<file path="src/rtl/ma3_decim_fifo.sv">
// ---------------------------------------------------------------------------
// ma3_decim_fifo
//
// Purpose:
//   Downstream stage of the 3-tap moving-average filter. It keeps one of every
//   DECIM valid input samples and buffers the kept samples in a small
//   first-word-fall-through FIFO. A consumer reads the FIFO through a
//   valid/ready handshake. The filter side has no backpressure. A kept sample
//   that arrives while the FIFO is full and not being popped is dropped. That
//   drop sets a sticky overflow flag.
//
// Parameters:
//   DEPTH  FIFO entries (power of two, >= 2)
//   DECIM  keep one of every DECIM valid samples (1..255, 1 = keep all)
//
// Ports:
//   clk         system clock, rising edge
//   rst         synchronous active-high reset
//   in_valid    in_sample is valid this cycle
//   in_sample   signed 8-bit sample from the filter
//   flush       synchronous clear of FIFO contents and decimation phase
//   out_valid   FIFO head is valid
//   out_ready   consumer accepts the head this cycle
//   out_sample  signed FIFO head (0 when empty)
//   level       number of stored entries, 0..DEPTH
//   overflow    sticky: a kept sample was dropped (cleared by rst only)
//   drop_count  (only with MA3_DECIM_FIFO_DROP_COUNT_EN) saturating 16-bit
//               count of dropped samples, cleared by rst only
//
// Optional feature macro: MA3_DECIM_FIFO_DROP_COUNT_EN
// ---------------------------------------------------------------------------
module ma3_decim_fifo #(
    parameter int DEPTH = 4,
    parameter int DECIM = 1
) (
    input  logic                     clk,
    input  logic                     rst,
    input  logic                     in_valid,
    input  logic [7:0]               in_sample,
    input  logic                     flush,
    output logic                     out_valid,
    input  logic                     out_ready,
    output logic [7:0]               out_sample,
    output logic [$clog2(DEPTH):0]   level,
    output logic                     overflow
`ifdef MA3_DECIM_FIFO_DROP_COUNT_EN
    ,
    output logic [15:0]              drop_count
`endif
);

    localparam int AW = $clog2(DEPTH);
    localparam int LW = AW + 1;
    localparam int PW = 8;

    logic [7:0]    mem_q [DEPTH];
    logic [AW-1:0] wr_ptr_q, wr_ptr_d;
    logic [AW-1:0] rd_ptr_q, rd_ptr_d;
    logic [LW-1:0] level_q, level_d;
    logic [PW-1:0] phase_q, phase_d;
    logic          overflow_q, overflow_d;

    logic kept;
    logic full;
    logic pop;
    logic push;
    logic drop;
    logic wr_en;

    assign out_valid  = (level_q != '0);
    assign out_sample = out_valid ? mem_q[rd_ptr_q] : 8'd0;
    assign level      = level_q;
    assign overflow   = overflow_q;

    always_comb begin
        full  = (level_q == LW'(DEPTH));
        pop   = out_valid & out_ready;
        kept  = in_valid & (phase_q == '0);
        // A pop in the same cycle frees the slot, so a full FIFO can still accept.
        push  = kept & (~full | pop);
        drop  = kept & full & ~pop;
        // A flush discards the incoming sample as well as the stored ones.
        wr_en = push & ~flush;
    end

    always_comb begin
        wr_ptr_d   = wr_ptr_q;
        rd_ptr_d   = rd_ptr_q;
        level_d    = level_q;
        phase_d    = phase_q;
        overflow_d = overflow_q;
        if (flush) begin
            wr_ptr_d = '0;
            rd_ptr_d = '0;
            level_d  = '0;
            phase_d  = '0;
        end else begin
            if (in_valid) begin
                phase_d = (phase_q == PW'(DECIM - 1)) ? '0 : phase_q + PW'(1);
            end
            if (push) begin
                wr_ptr_d = wr_ptr_q + AW'(1);
            end
            if (pop) begin
                rd_ptr_d = rd_ptr_q + AW'(1);
            end
            level_d = level_q + LW'(push) - LW'(pop);
            if (drop) begin
                overflow_d = 1'b1;
            end
        end
    end

    always_ff @(posedge clk) begin
        if (rst) begin
            wr_ptr_q   <= '0;
            rd_ptr_q   <= '0;
            level_q    <= '0;
            phase_q    <= '0;
            overflow_q <= 1'b0;
        end else begin
            wr_ptr_q   <= wr_ptr_d;
            rd_ptr_q   <= rd_ptr_d;
            level_q    <= level_d;
            phase_q    <= phase_d;
            overflow_q <= overflow_d;
        end
    end

    // Storage has no reset; entries are only visible once level covers them.
    always_ff @(posedge clk) begin
        if (wr_en && !rst) begin
            mem_q[wr_ptr_q] <= in_sample;
        end
    end

`ifdef MA3_DECIM_FIFO_DROP_COUNT_EN
    logic [15:0] drop_count_q, drop_count_d;

    always_comb begin
        drop_count_d = drop_count_q;
        if (!flush && drop && drop_count_q != 16'hFFFF) begin
            drop_count_d = drop_count_q + 16'd1;
        end
    end

    always_ff @(posedge clk) begin
        if (rst) begin
            drop_count_q <= 16'd0;
        end else begin
            drop_count_q <= drop_count_d;
        end
    end

    assign drop_count = drop_count_q;
`endif

endmodule

</file>
<file path="config.mk">
export PLATFORM = sky130hd
export DESIGN_NAME = ma3_decim_fifo
export DESIGN_NICKNAME = d
export VERILOG_FILES = /design/src/rtl/ma3_decim_fifo.sv
export SDC_FILE = /design/constraint.sdc
export NUM_CORES = 1
export LEC_CHECK = 0
export CAP_MARGIN = 20
export CORE_MARGIN = 2
export CORE_UTILIZATION = 30
export CTS_CLUSTER_SIZE = 16
export DETAILED_ROUTE_END_ITERATION = 10
export PLACE_DENSITY = 0.45
export SKIP_LAST_GASP = 1
export SLEW_MARGIN = 0
export SYNTH_ARGS = -nofsm -noshare
export SYNTH_HDL_FRONTEND = slang
export SYNTH_SLANG_ARGS = --single-unit
</file>
<file path="constraint.sdc">
create_clock -name clk -period 6.5 [get_ports clk]
set_input_delay 1.625 -clock clk [delete_from_list [all_inputs] [get_ports clk]]
set_output_delay 1.625 -clock clk [all_outputs]
set_load 0.005 [all_outputs]
</file>
# Word level (Yosys, flattened, before mapping)

Memory sizes are Yosys's and may differ from the RTL's. A register that Yosys moved wholly into a read port is not among the register bits.
Index checks and enable logic that the tools add are counted.

Word-level logic and storage cells: 34
Input bits: 13
Output and inout port bits: 13
Memories: 1
Memory bits (writable): 32
Register bits: 16

Reduce and logical (&&, ||, !) cells: 6
Equality and inequality tests: 1
Multiplexer cells: 6
Bitwise operators: 10
Add/sub/neg operators: 5

Memories:

| name  | depth | width | rd ports | clocked after memory_dff | write ports | RTL line | RTL |
|---|---|---|---|---|---|---|---|
| mem_q | 4     | 8     | 1        | 1                        | 1           | 56       | `logic [7:0] mem_q [DEPTH];` |

Operators with widths:

| cell                | count |
|---|---|
| $mux 8              | 2 |
| $add 8x1->8 const B | 1 |
| $logic_not 8->1     | 1 |
| $and 1x1->1         | 6 |
| $add 2x1->2 const B | 2 |
| $mux 2              | 2 |
| $add 3x1->3         | 1 |
| $eq 3x3->1 const B  | 1 |
| $not 1->1           | 3 |
| $reduce_bool 3->1   | 1 |
| $sub 3x1->3         | 1 |
| $mux 1              | 2 |
| $reduce_and 2->1    | 1 |
| $reduce_or 2->1     | 1 |
| $logic_and 1x1->1   | 1 |
| $logic_not 1->1     | 1 |
| $or 1x1->1          | 1 |

# Depth between registers and ports, before layout

Gate-level depths: netlist of run 1.

Depth in word-level cells: 8
Mapped depth: 11
Mapped depth without buffers: 11

# Worst setup path before layout of run 1

No wires, ideal clock.

Path kind: input -> register
Start point: input in_valid
End point: register level_q[2], in the netlist level[2]
Library setup time: 0.078 ns
Required time: 6.422 ns
Buffers on the path: 1
Setup slack: 3.058 ns
Arrival: 3.364 ns
Stages on the path: 10
Path through: buf_4 -> nor4b_1 -> nand4_1 -> o21ai_0 -> ha_1 -> inv_1 -> fa_1 -> xor2_1 -> and2_1 -> nor3_1

Cells in the longest elaborated chain, start to end: 4

RTL lines:

| what                 | RTL line | RTL |
|---|---|---|
| from (decl)          | 38       | `input logic in_valid,` |
| $and 1x1->1          | 78       | `kept = in_valid & (phase_q == '0);` |
| $and 1x1->1          | 80       | `push = kept & (~full \| pop);` |
| $add 3x1->3          | 107      | `level_d = level_q + LW'(push) - LW'(pop);` |
| $sub 3x1->3          | 107      |  |
| to (signal assigned) | 124      | `level_q <= level_d;` |
| to (decl)            | 59       | `logic [LW-1:0] level_q, level_d;` |

No other way between the ends.
A chain may end at the register's enable or synchronous reset.

# Final worst setup path of run 1

Ends and elaborated chain as after synthesis.

==> impl_metrics.env, run 1 <==
export IMPL_outcome="completed"
export IMPL_fp_dieArea_um2=7830
export IMPL_postCtsResizedCells=0
export IMPL_core_region_area_um2=6870
export IMPL_post_drt_wl_per_cell_um=14.0
export IMPL_drt_first_pass_iters=4
export IMPL_grt_overflow_total=0
export IMPL_ys_seq_elements=50
export IMPL_drv_slew=0
export IMPL_cts_repair_timing_setup_buffer_count=0
export IMPL_max_slew_worst_pin_slew_ps=724
export IMPL_timing_worst_setup_path_type="primary input to register"
export IMPL_numPortBuffers=25
export IMPL_synth_nets=172
export IMPL_numPlacedInstances=269
export IMPL_grt_pass1_vias=1275
export IMPL_cp_arrival_ps=4150
export IMPL_yosysUniqueCellTypes=32
export IMPL_placement_rows=30
export IMPL_initial_utilization_pct=31.2
export IMPL_yosys_warnings=0
export IMPL_final_antenna_net_count=0
export IMPL_grt_setup_unrepaired="false"
export IMPL_num_nets_final=201
export IMPL_final_hold_viol_count=0
export IMPL_layout_drive_gt1_share_pct=12.7
export IMPL_worst_clock_skew_ps=8.01
export IMPL_grt_antenna_before_repair=0
export IMPL_detail_route_vias_per_cell=4.54
export IMPL_p_leak_nw=0.831
export IMPL_final_cell_count_no_fill=277
export IMPL_setup_violations=0
export IMPL_p_per_area_nw_per_um2=222
export IMPL_tritoncts_clock_tree="done"
export IMPL_final_min_clock_period_ps=3930
export IMPL_synth_largest_area_cell="edfxtp_1"
export IMPL_grt_first_pass_wirelength_um=6420
export IMPL_grt_max_degree=17
export IMPL_max_freq_mhz=254
export IMPL_cts_num_sinks=50
export IMPL_htreeDepth=2
export IMPL_path_clk_slew_ps=90
export IMPL_design_portCount=26
export IMPL_power_mw=0.574
export IMPL_setup_slack_ps=2570
export IMPL_yosys_most_used_dff="edfxtp_1"
export IMPL_x_dimension_of_the_die_um=88.5
export IMPL_critical_path_endpoint_type="register"
export IMPL_synthesis_area_per_instance_um2=14.2
export IMPL_diodes=0
export IMPL_dp_hpwl_um=2710
export IMPL_post_synth_top_count_cell="edfxtp_1"
export IMPL_netlist_top_cells_count="32 x edfxtp_1, 18 x dfxtp_1, 14 x nor2_1, 8 x mux4_2, 8 x nor2b_1"
export IMPL_synth_edf_count=32
export IMPL_timing_critical_path_fanout_max=8
export IMPL_dr_total_vias=1257
export IMPL_final_area_um2=2590
export IMPL_min_period_over_period_pct=60.5
export IMPL_syn_cell_area_um2=2140
export IMPL_seq_area_frac_synth_pct=61.7
export IMPL_route_final_wire_length_um=3890
export IMPL_totalNegativeSetupSlack_ps=0
export IMPL_routabilityCongestion=0.777
export IMPL_placed_cell_area_um2=2500
export IMPL_timing_max_cap_violations=0
export IMPL_initialDrtViolationCount=44
export IMPL_clk_insertion_delay_late_ps=300
export IMPL_cts_hold_fix_bufs=0
export IMPL_dpl_worst_slack_ps=2260
export IMPL_drcViolationCount=0
export IMPL_hold_class="register to register"
export IMPL_numCtsBuffers=5
export IMPL_layout_filler_cells=667
export IMPL_worst_ep_required_time_ps=6720
export IMPL_clk_root_buffer_cell="clkbuf_8"
export IMPL_slew_headroom_pct=51.0
export IMPL_synth_cells=151
export IMPL_irDropWorstVdd_v=0.0000868
export IMPL_cts_buffer_depth=2
export IMPL_synthArstFlopShare_pct=0
export IMPL_fp_dieH_um=88.5
export IMPL_synth_area_top_cells="edfxtp_1 45%, dfxtp_1 17%, mux4_2 8.4%"
export IMPL_post_synth_top_area_fraction_pct=44.9
export IMPL_startpoint_type="primary input"
export IMPL_flow_area_growth_from_synthesis_pct=20.8
export IMPL_global_route_usage_sum_pct=11.1
layout by cell type (no fill, tap or decap), types with 3 or more instances in the layout:
cell type,instances
a21oi_1,5
and2_1,6
clkbuf_8,5
clkdlybuf4s50_1,25
dfxtp_1,18
edfxtp_1,32
ha_1,7
inv_1,7
mux4_2,8
nand4_1,6
nor2_1,14
nor2b_1,8
o21ai_0,4
o31ai_1,3
or3_1,3
xor2_1,6
critical path, cell delays in order:
cell and delay, ps:
clkdlybuf4s50_1 620, nor4b_1 590, nand4_1 140, o21ai_0 120, ha_1 160, inv_1 50, fa_1 370, xor2_1 160
and2_1 160, nor3_1 150
final timing paths:
| check | startpoint | end | slack (ps) | cells past startpoint |
|---|---|---|---|---|
| setup reg to reg | phase_q[0]$_SDFFE_PP0P_ | level[2]$_SDFF_PP0_ | 3930 | 11 |
| setup / recovery | in_valid | level[2]$_SDFF_PP0_ | 2570 | 10 |
| hold / removal | overflow$_SDFFE_PP0P_ | overflow$_SDFFE_PP0P_ | 490 | 2 |
| hold reg to reg | overflow$_SDFFE_PP0P_ | overflow$_SDFFE_PP0P_ | 490 | 2 |
cell type report:
cell class | count | area [um^2] | share of cell area (%)
clock buffer | 6 | 72.6 | 2.80
inverter | 7 | 26.3 | 1.02
clock inverter | 2 | 15.0 | 0.580
multi-input combinational | 90 | 774 | 29.9
sequential | 50 | 1320 | 51.1
timing repair buffer | 26 | 258 | 9.96
tap | 96 | 120 | 4.64
cells by family (layout without fill, tap and decap cells):
logic type / count (synthesis) / after routing / share of synthesized area, %
flops: 50 / 50 / 61.7
compound gates: 15 / 15 / 4.38
mux: 9 / 9 / 8.88
buf+inv: 11 / 41 / 2.16
simple gates: 51 / 51 / 15.0
fa+ha+maj: 8 / 8 / 5.02
xor+xnor: 7 / 7 / 2.86
metal layers:
layer,wire (um),vias to the layer above,part of all wire [%],track usage [%]
li1,-,618,-,-
met1,1690,616,43,13.1
met2,2000,19,51,19.3
met3,147,4,3.8,3.08
met4,51,0,1.3,3.72
met5,0,-,0,0
per-stage QoR:
step / hold slack, ps / utilization (%)
after detailed placement: 482 / 36.4
final: 488 / 37.7
after global routing: 558 / 37.7
after CTS: 503 / 37.7
after global placement: 479 / 36.4
after floorplan: 465 / -
sequential cells by signal, indices dropped and copies added (netlist names), named ones only:
register  count
mem_q        32
phase_q       8
level         3
rd_ptr_q      2
wr_ptr_q      2
overflow      1
where the power goes:
| part | internal [mW] | leakage [nW] | switching (mW) |
|---|---|---|---|
| registers | 0.341 | 0.434 | 0.00445 |
| logic | 0.0286 | 0.359 | 0.0216 |
| clock network | 0.0760 | 0.0374 | 0.102 |
| total | 0.446 | 0.831 | 0.128 |
No activity file was read; power rests on OpenSTA's default activity.
==> run 2: changes to the inputs <==
==> constraint.sdc (replaced) <==
create_clock -name clk -period 3.7 [get_ports clk]
set_input_delay 0.925 -clock clk [delete_from_list [all_inputs] [get_ports clk]]
set_output_delay 0.925 -clock clk [all_outputs]
set_load 0.005 [all_outputs]
==> impl_metrics.env, run 2 (synthesis gave the netlist of run 1 again) <==
export IMPL_final_min_clock_period_ps=3070
export IMPL_x_dimension_of_the_die_um=88.5
export IMPL_grt_pass1_vias=1273
export IMPL_largest_register_ff_count=32
export IMPL_slew_headroom_pct=43.3
export IMPL_diodes=0
export IMPL_postCtsResizedCells=0
export IMPL_clk_root_buffer_cell="clkbuf_8"
export IMPL_global_route_usage_sum_pct=10.7
export IMPL_max_freq_mhz=325
export IMPL_timing_worst_setup_path_type="register to output pin"
export IMPL_grt_setup_unrepaired="false"
export IMPL_grt_max_degree=18
export IMPL_route_final_wire_length_um=3840
export IMPL_cts_num_sinks=50
export IMPL_cts_repair_timing_setup_buffer_count=0
export IMPL_design_portCount=26
export IMPL_startpoint_type="register"
export IMPL_core_region_area_um2=6870
export IMPL_htreeDepth=2
export IMPL_path_clk_slew_ps=90
export IMPL_cts_hold_fix_bufs=0
export IMPL_cp_arrival_ps=2150
export IMPL_flow_area_growth_from_synthesis_pct=21.4
export IMPL_setup_violations=0
export IMPL_whs_ps=490
export IMPL_grt_first_pass_wirelength_um=6180
export IMPL_totalNegativeSetupSlack_ps=0
export IMPL_routabilityCongestion=0.772
export IMPL_num_nets_final=202
export IMPL_drcViolationCount=0
export IMPL_critical_path_endpoint_type="output pin"
export IMPL_timing_max_cap_violations=0
export IMPL_registers_top_by_ff_count="mem_q"
export IMPL_grt_overflow_total=0
export IMPL_numCtsBuffers=5
export IMPL_cts_buffer_depth=2
export IMPL_clk_insertion_delay_late_ps=300
export IMPL_placement_rows=30
export IMPL_post_drt_wl_per_cell_um=13.8
export IMPL_worst_ep_required_time_ps=2770
export IMPL_max_slew_worst_pin_slew_ps=839
export IMPL_drv_slew=0
export IMPL_hold_class="register to register"
export IMPL_final_hold_viol_count=0
export IMPL_detail_route_vias_per_cell=4.55
export IMPL_most_common_layout_cells="32 x edfxtp_1, 25 x clkdlybuf4s50_1, 18 x dfxtp_1"
export IMPL_irDropWorstVdd_v=0.000132
export IMPL_timing_critical_path_fanout_max=8
export IMPL_p_per_area_nw_per_um2=389
export IMPL_grt_antenna_before_repair=0
export IMPL_numPortBuffers=25
export IMPL_min_period_over_period_pct=83.1
export IMPL_tritoncts_clock_tree="done"
export IMPL_final_antenna_net_count=0
export IMPL_dp_hpwl_um=2760
export IMPL_worst_clock_skew_ps=9.27
export IMPL_initial_utilization_pct=31.2
export IMPL_layout_commonest_cell="edfxtp_1"
export IMPL_drt_first_pass_iters=4
export IMPL_p_leak_nw=0.839
export IMPL_dr_total_vias=1265
export IMPL_fp_dieH_um=88.5
export IMPL_layout_drive_gt1_share_pct=13.7
export IMPL_fp_dieArea_um2=7830
export IMPL_outcome="completed"
export IMPL_layout_filler_cells=660
export IMPL_initialDrtViolationCount=43
run 2: cell types whose count changed in the layout (fill, tap and decap cells not counted), sizes merged:
cell | before | now
inv | 7 | 8
buf | 1 | 2
clkbuf | 6 | 5
run 2: final cells by class:
type | instances | area (um^2) | area share, %
sequential | 50 | 1320 | 50.8
clock buffer | 5 | 68.8 | 2.65
inverter | 7 | 26.3 | 1.01
timing repair buffer | 27 | 265 | 10.2
tap | 96 | 120 | 4.62
clock inverter | 3 | 23.8 | 0.914
multi-input combinational | 90 | 774 | 29.8
run 2: critical path: stages, from the launching register on:
cell,delay (ps)
dfxtp_1,680
mux4_2,570
nor2b_1,150
clkdlybuf4s50_1,440
run 2: final timing paths:
check | startpoint | end | slack [ps] | depth (start not counted)
worst max-delay path | register | out_sample[5] | 630 | 3
worst min-delay path | overflow$_SDFFE_PP0P_ | overflow$_SDFFE_PP0P_ | 490 | 2
worst max register to register | phase_q[0]$_SDFFE_PP0P_ | level[2]$_SDFF_PP0_ | 1060 | 11
worst min register to register | overflow$_SDFFE_PP0P_ | overflow$_SDFFE_PP0P_ | 490 | 2
run 2: layer usage:
metal	wire, um	share of wire, %	track usage [%]
met5	0	0	0
met4	27	0.70	3.72
met3	111	2.9	3.17
met2	2010	52	18.5
met1	1690	44	12.7
run 2: stage by stage:
stage	area (um^2)	util [%]	total power, mW	std cells	setup WS (ps)
2_1_floorplan	2140	-	0.661	151	958
3_3_place_gp	2510	36.5	0.711	270	420
3_5_place_dp	2510	36.5	0.712	270	410
4_1_cts	2600	37.9	1.03	278	579
5_1_grt	2600	37.9	1.07	278	433
6_report	2600	37.9	1.01	278	627
run 2: power by group:
group | switching [mW] | leakage, nW | internal [mW] | total [mW]
Clock | 0.180 | 0.0408 | 0.135 | 0.316
Combinational | 0.0381 | 0.364 | 0.0511 | 0.0892
Sequential | 0.00777 | 0.434 | 0.600 | 0.607
Total | 0.226 | 0.839 | 0.786 | 1.01
==> run 3: changes to the inputs <==
==> constraint.sdc (replaced) <==
create_clock -name clk -period 3.2 [get_ports clk]
set_input_delay 0.8 -clock clk [delete_from_list [all_inputs] [get_ports clk]]
set_output_delay 0.8 -clock clk [all_outputs]
set_load 0.005 [all_outputs]
==> impl_metrics.env, run 3 (synthesis gave the netlist of run 1 again) <==
export IMPL_outcome="completed"
export IMPL_core_region_area_um2=6870
export IMPL_hold_class="register to register"
export IMPL_setup_violations=0
export IMPL_route_final_wire_length_um=3780
export IMPL_cts_buffer_depth=2
export IMPL_numPortBuffers=25
export IMPL_grt_max_degree=16
export IMPL_grt_overflow_total=0
export IMPL_fp_dieH_um=88.5
export IMPL_layout_commonest_cell="edfxtp_1"
export IMPL_design_portCount=26
export IMPL_detail_route_vias_per_cell=4.44
export IMPL_totalNegativeSetupSlack_ps=0
export IMPL_drt_first_pass_iters=4
export IMPL_drcViolationCount=0
export IMPL_min_period_over_period_pct=87.2
export IMPL_worstHoldStart="overflow$_SDFFE_PP0P_"
export IMPL_p_per_area_nw_per_um2=458
export IMPL_final_hold_viol_count=0
export IMPL_final_area_um2=2700
export IMPL_cts_num_sinks=50
export IMPL_timing_critical_path_fanout_max=3
export IMPL_flow_area_growth_from_synthesis_pct=25.9
export IMPL_crit_reg2reg_launch="level[1]$_SDFF_PP0_"
export IMPL_slew_headroom_pct=56.1
export IMPL_x_dimension_of_the_die_um=88.5
export IMPL_drv_slew=0
export IMPL_timing_max_cap_violations=0
export IMPL_p_leak_nw=0.909
export IMPL_fp_dieArea_um2=7830
export IMPL_diodes=0
export IMPL_global_route_usage_sum_pct=10.9
export IMPL_timing_reg2reg_worst_path_depth=9
export IMPL_area_of_all_sequential_standard_cells_um2=1320
export IMPL_numCtsBuffers=5
export IMPL_grt_first_pass_wirelength_um=6420
export IMPL_routabilityCongestion=0.799
export IMPL_timing_worst_setup_path_type="primary input to register"
export IMPL_r2r_slack_ps=820
export IMPL_cts_repair_timing_setup_buffer_count=0
export IMPL_max_slew_worst_pin_slew_ps=652
export IMPL_num_nets_final=213
export IMPL_max_freq_mhz=358
export IMPL_initialDrtViolationCount=36
export IMPL_startpoint_type="primary input"
export IMPL_final_min_clock_period_ps=2790
export IMPL_cts_hold_fix_bufs=0
export IMPL_placed_cell_area_um2=2590
export IMPL_clk_insertion_delay_late_ps=300
export IMPL_dr_total_vias=1283
export IMPL_irDropWorstVdd_v=0.000183
export IMPL_cp_arrival_ps=3020
export IMPL_grt_antenna_before_repair=0
export IMPL_worst_ep_required_time_ps=3430
export IMPL_placement_rows=30
export IMPL_clk_root_buffer_cell="clkbuf_8"
export IMPL_grt_pass1_vias=1367
export IMPL_path_clk_slew_ps=90
export IMPL_post_drt_wl_per_cell_um=13.1
export IMPL_dp_hpwl_um=2840
export IMPL_crit_reg2reg_capture="level[2]$_SDFF_PP0_"
export IMPL_worst_clock_skew_ps=10.8
export IMPL_registers_top_by_ff_count="mem_q"
export IMPL_critical_path_endpoint_type="register"
export IMPL_postCtsResizedCells=0
export IMPL_layout_drive_gt1_share_pct=17.6
export IMPL_initial_utilization_pct=31.2
export IMPL_most_common_layout_cells="32 x edfxtp_1, 25 x clkdlybuf4s50_1, 18 x dfxtp_1"
export IMPL_tritoncts_clock_tree="done"
export IMPL_final_antenna_net_count=0
export IMPL_layout_filler_cells=662
export IMPL_htreeDepth=2
export IMPL_grt_setup_unrepaired="false"
export IMPL_min_delay_worst_endpoint="overflow$_SDFFE_PP0P_"
export IMPL_multi_input_area_um2=774
export IMPL_holdPathStages=2
export IMPL_largest_register_ff_count=32
-- run 3: cell type report --
cell class	instances	share of cell area (%)
multi-input combinational	90	28.7
clock inverter	2	1.25
sequential	50	49.0
clock buffer	6	2.69
timing repair buffer	38	12.9
tap	96	4.45
inverter	7	0.974
-- run 3: worst max-delay path by stage --
stage	start	to	cells past startpoint
final	in_valid	level[2]$_SDFF_PP0_	10
after floorplan	in_valid	level[2]$_SDFF_PP0_	10
after detailed placement	out_ready	level[2]$_SDFF_PP0_	10
after global routing	in_valid	level[2]$_SDFF_PP0_	10
after CTS	in_valid	level[2]$_SDFF_PP0_	10
after global placement	out_ready	level[2]$_SDFF_PP0_	10
-- run 3: worst max-delay path, cell delays in order --
cell and delay [ps]:
clkdlybuf4s50_1 490, nor4b_1 450, nand4_1 160, o21ai_0 120, ha_1 160, inv_1 40
fa_1 360, xor2_1 160, and2_1 160, nor3_1 110
-- run 3: per-stage QoR --
| step | setup WS, ps | util (%) | total power, mW | hold slack (ps) | cells |
|---|---|---|---|---|---|
| 2_1_floorplan | 583 | - | 0.764 | 465 | 151 |
| 3_5_place_dp | 155 | 37.7 | 0.827 | 496 | 281 |
| 3_3_place_gp | 171 | 37.7 | 0.825 | 478 | 281 |
| 5_1_grt | 134 | 39.3 | 1.29 | 553 | 289 |
| 6_report | 408 | 39.3 | 1.23 | 504 | 289 |
| 4_1_cts | 412 | 39.3 | 1.25 | 517 | 289 |
-- run 3: power by group --
| part | internal, mW | total (mW) | switching, mW |
|---|---|---|---|
| sequential | 0.693 | 0.700 | 0.00700 |
| clock | 0.231 | 0.424 | 0.194 |
| combinational | 0.0630 | 0.110 | 0.0470 |
-- run 3: routing by layer --
layer	vias up	track usage (%)	wire length, um
met2	20	19.9	2020
li1	645	-	-
met1	610	11.8	1530
met4	0	4.55	72
met5	-	0	0
met3	8	3.08	158
